$ cat src/rtl/mem_port_arbiter.sv
// Two-requester arbiter sharing a single 32-bit memory port between instruction
// fetch (port 0) and load/store (port 1), one transaction at a time, with bounded wait.

module mux32 (
    input  logic        s,
    input  logic [31:0] a,
    input  logic [31:0] b,
    output logic [31:0] y
);
    assign y = s ? b : a;
endmodule

module mem_port_arbiter #(
    parameter int PRIORITY_MODE = 0,
    parameter int TIMEOUT       = 16
) (
    input  logic        clk,
    input  logic        reset,
    input  logic        req0,
    input  logic [31:0] addr0,
    input  logic        req1,
    input  logic [31:0] addr1,
    input  logic [31:0] wdata1,
    input  logic        we1,
    output logic        sel,
    output logic [31:0] mem_addr,
    output logic [31:0] mem_wdata,
    output logic        mem_we,
    output logic        mem_valid,
    input  logic        mem_ready,
    input  logic [31:0] mem_rdata,
    output logic        gnt0,
    output logic        gnt1,
    output logic        done0,
    output logic        done1,
    output logic [31:0] rdata,
    output logic        err
);
    localparam int CW = (TIMEOUT > 0) ? $clog2(TIMEOUT + 1) : 1;
    localparam logic [CW-1:0] LAST_CNT = CW'((TIMEOUT > 0) ? TIMEOUT - 1 : 0);

    typedef enum logic [1:0] {
        IDLE = 2'd0,
        WAIT = 2'd1,
        RESP = 2'd2
    } state_t;

    state_t        state, state_nxt;
    logic          sel_nxt;
    logic          gnt0_nxt, gnt1_nxt;
    logic          done0_nxt, done1_nxt;
    logic          mem_valid_nxt;
    logic [31:0]   rdata_nxt;
    logic          err_nxt;
    logic [CW-1:0] wait_cnt, wait_cnt_nxt;
    logic          last_winner, last_winner_nxt;

    logic          winner;
    logic          timeout_hit;

    // A lone requester always wins; ties go by mode (alternate or port 1 fixed).
    always_comb begin
        winner = 1'b0;
        if (req1 && !req0) begin
            winner = 1'b1;
        end else if (req1 && req0) begin
            winner = (PRIORITY_MODE == 1) ? 1'b1 : ~last_winner;
        end
    end

    assign timeout_hit = (TIMEOUT != 0) && (wait_cnt == LAST_CNT);

    always_comb begin
        state_nxt       = state;
        sel_nxt         = sel;
        gnt0_nxt        = gnt0;
        gnt1_nxt        = gnt1;
        done0_nxt       = 1'b0;
        done1_nxt       = 1'b0;
        mem_valid_nxt   = mem_valid;
        rdata_nxt       = rdata;
        err_nxt         = 1'b0;
        wait_cnt_nxt    = wait_cnt;
        last_winner_nxt = last_winner;

        case (state)
            IDLE: begin
                if (req0 || req1) begin
                    state_nxt       = WAIT;
                    sel_nxt         = winner;
                    gnt0_nxt        = ~winner;
                    gnt1_nxt        = winner;
                    mem_valid_nxt   = 1'b1;
                    wait_cnt_nxt    = '0;
                    last_winner_nxt = winner;
                end
            end
            WAIT: begin
                if (mem_ready) begin
                    state_nxt     = RESP;
                    rdata_nxt     = mem_rdata;
                    mem_valid_nxt = 1'b0;
                    gnt0_nxt      = 1'b0;
                    gnt1_nxt      = 1'b0;
                    done0_nxt     = ~sel;
                    done1_nxt     = sel;
                end else if (timeout_hit) begin
                    state_nxt     = RESP;
                    rdata_nxt     = '0;
                    mem_valid_nxt = 1'b0;
                    gnt0_nxt      = 1'b0;
                    gnt1_nxt      = 1'b0;
                    done0_nxt     = ~sel;
                    done1_nxt     = sel;
                    err_nxt       = 1'b1;
                end else if (TIMEOUT != 0) begin
                    wait_cnt_nxt = wait_cnt + 1'b1;
                end
            end
            RESP: begin
                state_nxt = IDLE;
            end
            default: begin
                state_nxt     = IDLE;
                mem_valid_nxt = 1'b0;
                gnt0_nxt      = 1'b0;
                gnt1_nxt      = 1'b0;
            end
        endcase
    end

    // last_winner resets to 1 so the first tie after reset goes to port 0.
    always_ff @(posedge clk or posedge reset) begin
        if (reset) begin
            state       <= IDLE;
            sel         <= 1'b0;
            gnt0        <= 1'b0;
            gnt1        <= 1'b0;
            done0       <= 1'b0;
            done1       <= 1'b0;
            mem_valid   <= 1'b0;
            rdata       <= '0;
            err         <= 1'b0;
            wait_cnt    <= '0;
            last_winner <= 1'b1;
        end else begin
            state       <= state_nxt;
            sel         <= sel_nxt;
            gnt0        <= gnt0_nxt;
            gnt1        <= gnt1_nxt;
            done0       <= done0_nxt;
            done1       <= done1_nxt;
            mem_valid   <= mem_valid_nxt;
            rdata       <= rdata_nxt;
            err         <= err_nxt;
            wait_cnt    <= wait_cnt_nxt;
            last_winner <= last_winner_nxt;
        end
    end

    mux32 u_addr_mux (
        .s (sel),
        .a (addr0),
        .b (addr1),
        .y (mem_addr)
    );

    assign mem_wdata = wdata1;
    assign mem_we    = we1 & sel & mem_valid;

endmodule

$ cat config.mk
export PLATFORM = sky130hd
export DESIGN_NAME = mem_port_arbiter
export DESIGN_NICKNAME = d
export VERILOG_FILES = /design/src/rtl/mem_port_arbiter.sv
export SDC_FILE = /design/constraint.sdc
export NUM_CORES = 1
export LEC_CHECK = 0
export CORE_AREA = 2 2 68 135
export DETAILED_ROUTE_END_ITERATION = 10
export DIE_AREA = 0 0 70 137
export PLACE_DENSITY_LB_ADDON = 0.08
export SLEW_MARGIN = 10
export SYNTH_ARGS = -nofsm -noshare
export SYNTH_HDL_FRONTEND = slang
export SYNTH_SLANG_ARGS = --single-unit
$ cat constraint.sdc
create_clock -name clk -period 4.7 [get_ports clk]
set_clock_uncertainty 0.05 [all_clocks]
set_input_delay 0.705 -clock clk [delete_from_list [all_inputs] [get_ports clk]]
set_output_delay 0.705 -clock clk [all_outputs]
set_load 0.05 [all_outputs]
### After elaboration in Yosys (flattened, before gate mapping)

Cells that the tools add are included.

* register bits after elaboration: 47
* word-level logic and storage cells: 67

* bitwise gates (word level): 6
* reductions and logical operators: 12
* mux-type cells: 30
* eq/ne operators: 7
* add/subtract/negate cells: 1

Operator list (count)
* $mux W32: 3
* $mux W1: 16
* $mux W5: 3
* $pmux W5 S2: 1
* $pmux W1 S3: 3
* $mux W2: 3
* $ne A2 B2 Y1 const B: 3
* $reduce_and A2 Y1: 3
* $add A5 B1 Y5 const B: 1
* $eq A5 B4 Y1 const B: 1
* $not A1 Y1: 4
* $pmux W2 S2: 1
* $reduce_and A4 Y1: 1
* $reduce_bool A2 Y1: 2
* $ne A3 B3 Y1 const B: 1
* $reduce_and A3 Y1: 1
* $and A1 B1 Y1: 2
* $eq A2 B1 Y1 const B: 1
* $eq A2 B2 Y1 const B: 1
* $logic_and A1 B1 Y1: 2
* $logic_not A2 Y1: 1
* $logic_not A1 Y1: 1
* $logic_or A1 B1 Y1: 1

### Logic depth before layout (Yosys ltp)

Gate-level depths: netlist of the first run.

* word-level depth: 6
* depth in mapped cells: 6
* gate-level depth less buffers: 6

### Cells and area by module

A second synthesis of the first run with hierarchy kept.

* cells, all modules: 205
* area, all modules: 2628.8 µm²

Modules (own cells, without submodules)
* mem_port_arbiter: cells each 169, area an instance 2084.5 µm², times used 1
* mux32: cells each 36, area an instance 544.3 µm², times used 1

### Worst setup path after synthesis of the first run

OpenSTA, ideal clock, no wires.

* path kind: reg2out
* start point: register sel
* end point: output port mem_addr[0]
* stages on the path, launching flop included: 4
* path buffers: 2
* arrival time: 1560 ps
* slack: 2385 ps
* cells stage by stage: dfrtp_1 buf_2 buf_2 mux2_2

* cells in the longest elaborated chain, start to end: 1

Ends and longest elaborated chain
* from (decl): RTL line 25 `output logic sel,`
* from (signal assigned): RTL line 148 `sel <= sel_nxt;`
* $mux W32: RTL line 10 `assign y = s ? b : a;`
* to (decl): RTL line 26 `output logic [31:0] mem_addr,`

Every way passes these cells.

### Worst setup path after layout of the first run

* start point: register sel
* end point: output port mem_addr[1]

The elaborated chain is that of the path after synthesis.

==> qor.yml, run 1 <==
maxSlewViolCount: 0
required_ns: 3.94
p_int_uw: 1580
cts_root_buf: "clkbuf_16"
yosysTopAreaCell: "dfrtp_1"
finalCritPeriodShare_pct: 72.6
wire_per_inst_um: 17.7
fin_area_um2: 4210
crit_fanout: 25
endpoint_kind: "output port"
grtUsageTotal_pct: 16.4
setup_viol: 0
synth_nets: 343
routed_wl_um: 7920
crit_arrival_ns: 2.66
htree_num_levels: 2
synth-edff-count: 0
grt_max_degree: 48
antenna_found_initial: 0
vias: 2169
layout.nets: 482
swShare_pct: 48.4
clock-sinks: 47
hold_violations: 0
drt_first_iter_violations: 32
p_sw_uw: 1480
placed_cell_area_um2: 4030
postCtsSetupBuffers: 0
slew-limit-headroom_pct: 36.2
synth_cell_types: 35
initial_core_util_pct: 29.4
power_density_nw_per_um2: 728
grt_pass1_wl_um: 12000
insertion_delay_ns: 0.29
cts_tree: "done"
avgSynthCellArea_um2: 12.1
rsz0062_at_grt: "false"
rows: 48
synth-seq-area-share_pct: 47.0
power.share.clock_pct: 13.7
design.die.area_um2: 9590
synth_top_area_share_pct: 45.9
detail_route.first_pass.iterations: 3
power.leakage_uw: 0.00176
drc: 0
io_buffer_count: 173
cts_resized: 0
cts_made_buffers: 5
post-route-min-period_ns: 3.41
status: "complete, no violations"
synth_ff_type: "dfrtp_1"
area_growth_pct: 67.7
grt_pass1_vias: 2305
totalNegativeSetupSlack_ns: 0
synth_area_leaders: "dfrtp_1 (46%), mux2_2 (14%), a22o_1 (10%), buf_4 (9.6%), buf_6 (1.8%)"
ant_nets: 0
gp_congestion: 0.710
ctsHoldBuffers: 0
synthArstFlopShare_pct: 100
final_cell_mix: "clkdlybuf4s50_1 (173), dfrtp_1 (46), mux2_2 (32)"
die_w_um: 70
layout_commonest_cell: "clkdlybuf4s50_1"
comb_power_share_pct: 62.4
clock_path_buffers: 2
io_pins: 238
worst_pin_slew_ns: 0.956
worst_setup_path_start_kind: "flip-flop"
holdCritPathClass: "reg -> reg"
grt-ovfl-total: 0
cap_viol_max_count: 0
ys_ff_latch: 47
cts.clk_slew.worst_paths_ns: 0.07
dp_hpwl_um: 6140
max_freq_mhz: 293
critPathKind: "reg -> out"
core-area_um2: 8530
synth_warnings: 0
peakVddDrop_v: 0.000451
drive_gt1_share_pct: 15.3
die_h_um: 137
num_antenna_cells: 0
via_per_inst: 4.85
seq_power_share_pct: 23.9
postSynthCellCount: 207
synth_area_um2: 2510
-- cell usage after synthesis (2+ instances only) --
master    count
a21oi_1       2
a22o_1       30
a22o_2        2
a32oi_1       2
and3_1        3
buf_2         4
buf_4        32
buf_6         4
clkbuf_8      3
dfrtp_1      46
ha_1          2
inv_1         9
mux2_2       32
nand2_1       3
nand2b_1      3
nor2_1        6
o21ai_0       6
-- through the flow --
step	utilization, %	worst slack [ns]	hold WS (ns)	power, uW	cells
2_1_floorplan	-	2.39	0.381	2100	207
3_3_place_gp	47.3	1.59	0.429	2660	439
3_5_place_dp	47.3	1.57	0.426	2660	439
4_1_cts	49.3	1.25	0.436	3100	447
5_1_grt	49.3	1.14	0.457	3200	447
6_report	49.3	1.29	0.436	3060	447
-- per-layer routing --
| layer | GRT usage (%) | part of all wire (%) | up-vias |
|---|---|---|---|
| met3 | 8.47 | 14 | 6 |
| met5 | 0 | 0 | - |
| met4 | 5.77 | 1.5 | 0 |
| met1 | 15.4 | 32 | 976 |
| met2 | 30.0 | 52 | 199 |
| li1 | - | - | 988 |
-- flip-flops by register name, summed over array words and instances, names as in the netlist --
signal,count
gnt0,1
last_winner,1
done0,1
gnt1,1
sel,1
rdata,32
err,1
mem_valid,1
done1,1
wait_cnt,5
state,2
-- power groups by stage --
stage	clock network (uW)	logic, uW	registers [uW]
3_3_place_gp	0	1920	738
4_1_cts	435	1930	735
3_5_place_dp	0	1930	731
5_1_grt	451	1990	760
6_report	420	1910	732
2_1_floorplan	0	894	1210
-- area by class of cell --
type,count,area (um2)
fillers,779,4320
repair buffers,175,1750
flip-flops and latches,47,1180
multi-input cells,108,950
clock buffers,5,125
well taps,100,125
clock inverters,3,47.5
inverters,9,33.8
-- worst max-delay path: stages, from the launching register on --
cell             delay [ns]
dfrtp_1                0.96
buf_4                  0.34
mux2_2                 0.35
clkdlybuf4s50_1        0.70
-- final timing paths --
check	startpoint	endpoint	slack, ns	cells past startpoint
worst min-delay path	wait_cnt[3]$_DFFE_PP0P_	wait_cnt[3]$_DFFE_PP0P_	0.44	1
worst max-delay path	sel$_DFFE_PP0P_	mem_addr[1]	1.29	3
max in group asynchronous	reset	rdata[10]$_DFFE_PP0P_	3.11	2
min in group asynchronous	reset	rdata[17]$_DFFE_PP0P_	0.90	2
worst min register to register	wait_cnt[3]$_DFFE_PP0P_	wait_cnt[3]$_DFFE_PP0P_	0.44	1
worst max register to register	wait_cnt[0]$_DFFE_PP0P_	wait_cnt[4]$_DFFE_PP0P_	2.62	6
-- cell families after synthesis --
logic type | count (synthesis) | synth area share [%]
compound gates | 49 | 15.7
fa+ha+maj | 2 | 0.998
buf+inv | 52 | 15.2
flops | 47 | 47.0
mux | 33 | 14.8
simple gates | 24 | 6.44
(Power assumes the default switching activity.)
==> run 2: changes to the inputs <==
Clock period 4.7 ns to 3.5 ns, I/O delays scaled along.
==> run 2 against run 1 <==
Net effect:
- worst setup slack worse by 0.54 ns
- critical endpoint is now mem_addr[7]
- die area did not move
- largest cell class unchanged
- utilization shrank 0.37 points
- critical path type unchanged
- combinational power increased by 37%
==> qor.yml, run 2 (synthesis results as in run 1) <==
power.leakage_uw: 0.00174  # -1.0%
power.share.clock_pct: 11.5  # -2.2 points
rows: 48  # unchanged
swShare_pct: 49.1  # +0.64 points
final_util_pct: 48.9  # -0.37 points
io_buffer_count: 173  # unchanged
area_growth_pct: 66.5
cap_viol_max_count: 0  # unchanged
detail_route.first_pass.iterations: 4  # +1
die_w_um: 70  # unchanged
largest_reg_flops: 32  # unchanged
setup_viol: 0  # unchanged
gp_congestion: 0.711  # +0.13%
met2_usage_pct: 28.7  # -1.3 points
design.die.area_um2: 9590  # unchanged
fin_area_um2: 4170  # -0.74%
power_density_nw_per_um2: 961  # +32%
grt_pass1_vias: 2295  # -0.43%
via_per_inst: 4.92  # +1.5%
cts_resized: 0  # unchanged
comb_power_share_pct: 65.1  # +2.7 points
post-route-min-period_ns: 2.75
routed_wl_um: 7880  # -0.45%
met3_usage_pct: 9.06  # +0.59 points
vias: 2201  # +1.5%
drive_gt1_share_pct: 15.0  # -0.29 points
finalWorstSetupSlack_ns: 0.746  # -0.543 ns
r2r-start: "wait_cnt[0]$_DFFE_PP0P_"
grt_pass1_wl_um: 12100  # +0.34%
insertion_delay_ns: 0.28  # about the same
slew-limit-headroom_pct: 35.5  # -0.66 points
postCtsSetupBuffers: 0  # unchanged
drc: 0  # unchanged
grt_max_degree: 48  # unchanged
hold_violations: 0  # unchanged
top_register: "rdata"
htree_num_levels: 2  # unchanged
crit_fanout: 34  # +36%
rsz0062_at_grt: "false"
required_ns: 2.92  # -1.02 ns
grtUsageTotal_pct: 16.4  # about the same
crit_arrival_ns: 2.18  # -0.48 ns
max_freq_mhz: 363
wire_per_inst_um: 17.6  # -0.45%
antenna_found_initial: 0  # unchanged
cts_root_buf: "clkbuf_16"
placed_cell_area_um2: 4030  # unchanged
worst_setup_path_start_kind: "flip-flop"
core-area_um2: 8530  # unchanged
clock_path_buffers: 2  # unchanged
ant_nets: 0  # unchanged
num_antenna_cells: 0  # unchanged
endpoint_kind: "output port"
dp_slack_ns: 0.827  # -0.744 ns
worst_pin_slew_ns: 0.965  # +0.00994 ns
status: "complete, no violations"
p_sw_uw: 1970  # +33%
totalNegativeSetupSlack_ns: 0  # unchanged
reg.largest.list: "rdata x32, wait_cnt x5, state x2"
grt-ovfl-total: 0  # unchanged
peakVddDrop_v: 0.000599  # +33%
cts_tree: "done"
p_int_uw: 2040  # +29%
holdCritPathClass: "reg -> reg"
cts_made_buffers: 5  # unchanged
dp_hpwl_um: 6160  # +0.28%
use_met1_pct: 15.3  # -0.089 points
busiest_layer: "met2"
layout.nets: 482  # unchanged
cts.clk_slew.worst_paths_ns: 0.06  # about the same
drt_first_iter_violations: 40  # +25%
startpoint: "sel$_DFFE_PP0P_"
hp-start: "sel$_DFFE_PP0P_"
final_cell_mix: "clkdlybuf4s50_1 (173), dfrtp_1 (46), mux2_2 (32)"
fillCellCount: 791  # +1.5%
initial_core_util_pct: 29.4  # unchanged
finalCritPeriodShare_pct: 78.7
seq_power_share_pct: 23.4  # -0.5 points
io_pins: 238  # unchanged
ctsHoldBuffers: 0  # unchanged
layout_commonest_cell: "clkdlybuf4s50_1"
critPathKind: "reg -> out"
maxSlewViolCount: 0  # unchanged
clock-sinks: 47  # unchanged
die_h_um: 137  # unchanged
-- run 2: per-layer routing --
layer	routed length, um	vias to the layer above
li1	-	983
met3	1170	8
met5	0	-
met4	229	0
met2	3930	201
met1	2550	1009
-- run 2: cell type report --
cell class | count | area [um2] | area share [%]
flip-flops and latches | 47 | 1180 | 28.2
repair buffers | 175 | 1750 | 41.8
inverters | 9 | 33.8 | 0.809
clock buffers | 6 | 129 | 3.09
multi-input cells | 108 | 950 | 22.8
clock inverters | 2 | 12.5 | 0.300
well taps | 100 | 125 | 3.00
-- run 2: power by group through the flow --
| stage | clock (uW) | sequential (uW) | combinational, uW |
|---|---|---|---|
| 3_3_place_gp | 0 | 943 | 2620 |
| 5_1_grt | 497 | 973 | 2730 |
| 4_1_cts | 478 | 943 | 2640 |
| 6_report | 460 | 940 | 2610 |
| 2_1_floorplan | 0 | 1630 | 1200 |
| 3_5_place_dp | 0 | 935 | 2640 |
-- run 2: stage by stage --
step	power [uW]	std cells	hold slack, ns
6_report	4010	447	0.402
5_1_grt	4200	447	0.429
4_1_cts	4060	447	0.410
3_3_place_gp	3570	439	0.388
2_1_floorplan	2830	207	0.381
3_5_place_dp	3570	439	0.402
-- run 2: path summary, 6_finish.rpt --
path / cells after the start / end / slack, ns
setup / recovery: 3 / mem_addr[7] / 0.75
hold / removal: 1 / done0$_DFF_PP0_ / 0.40
setup reg to reg: 6 / wait_cnt[2]$_DFFE_PP0P_ / 1.45
hold reg to reg: 1 / done0$_DFF_PP0_ / 0.40
max in group asynchronous: 2 / rdata[8]$_DFFE_PP0P_ / 2.07
min in group asynchronous: 2 / rdata[22]$_DFFE_PP0P_ / 0.73
-- run 2: critical path: stages (launching register included) --
cell	delay (ns)
dfrtp_1	0.36
buf_4	0.39
mux2_2	0.38
clkdlybuf4s50_1	0.74
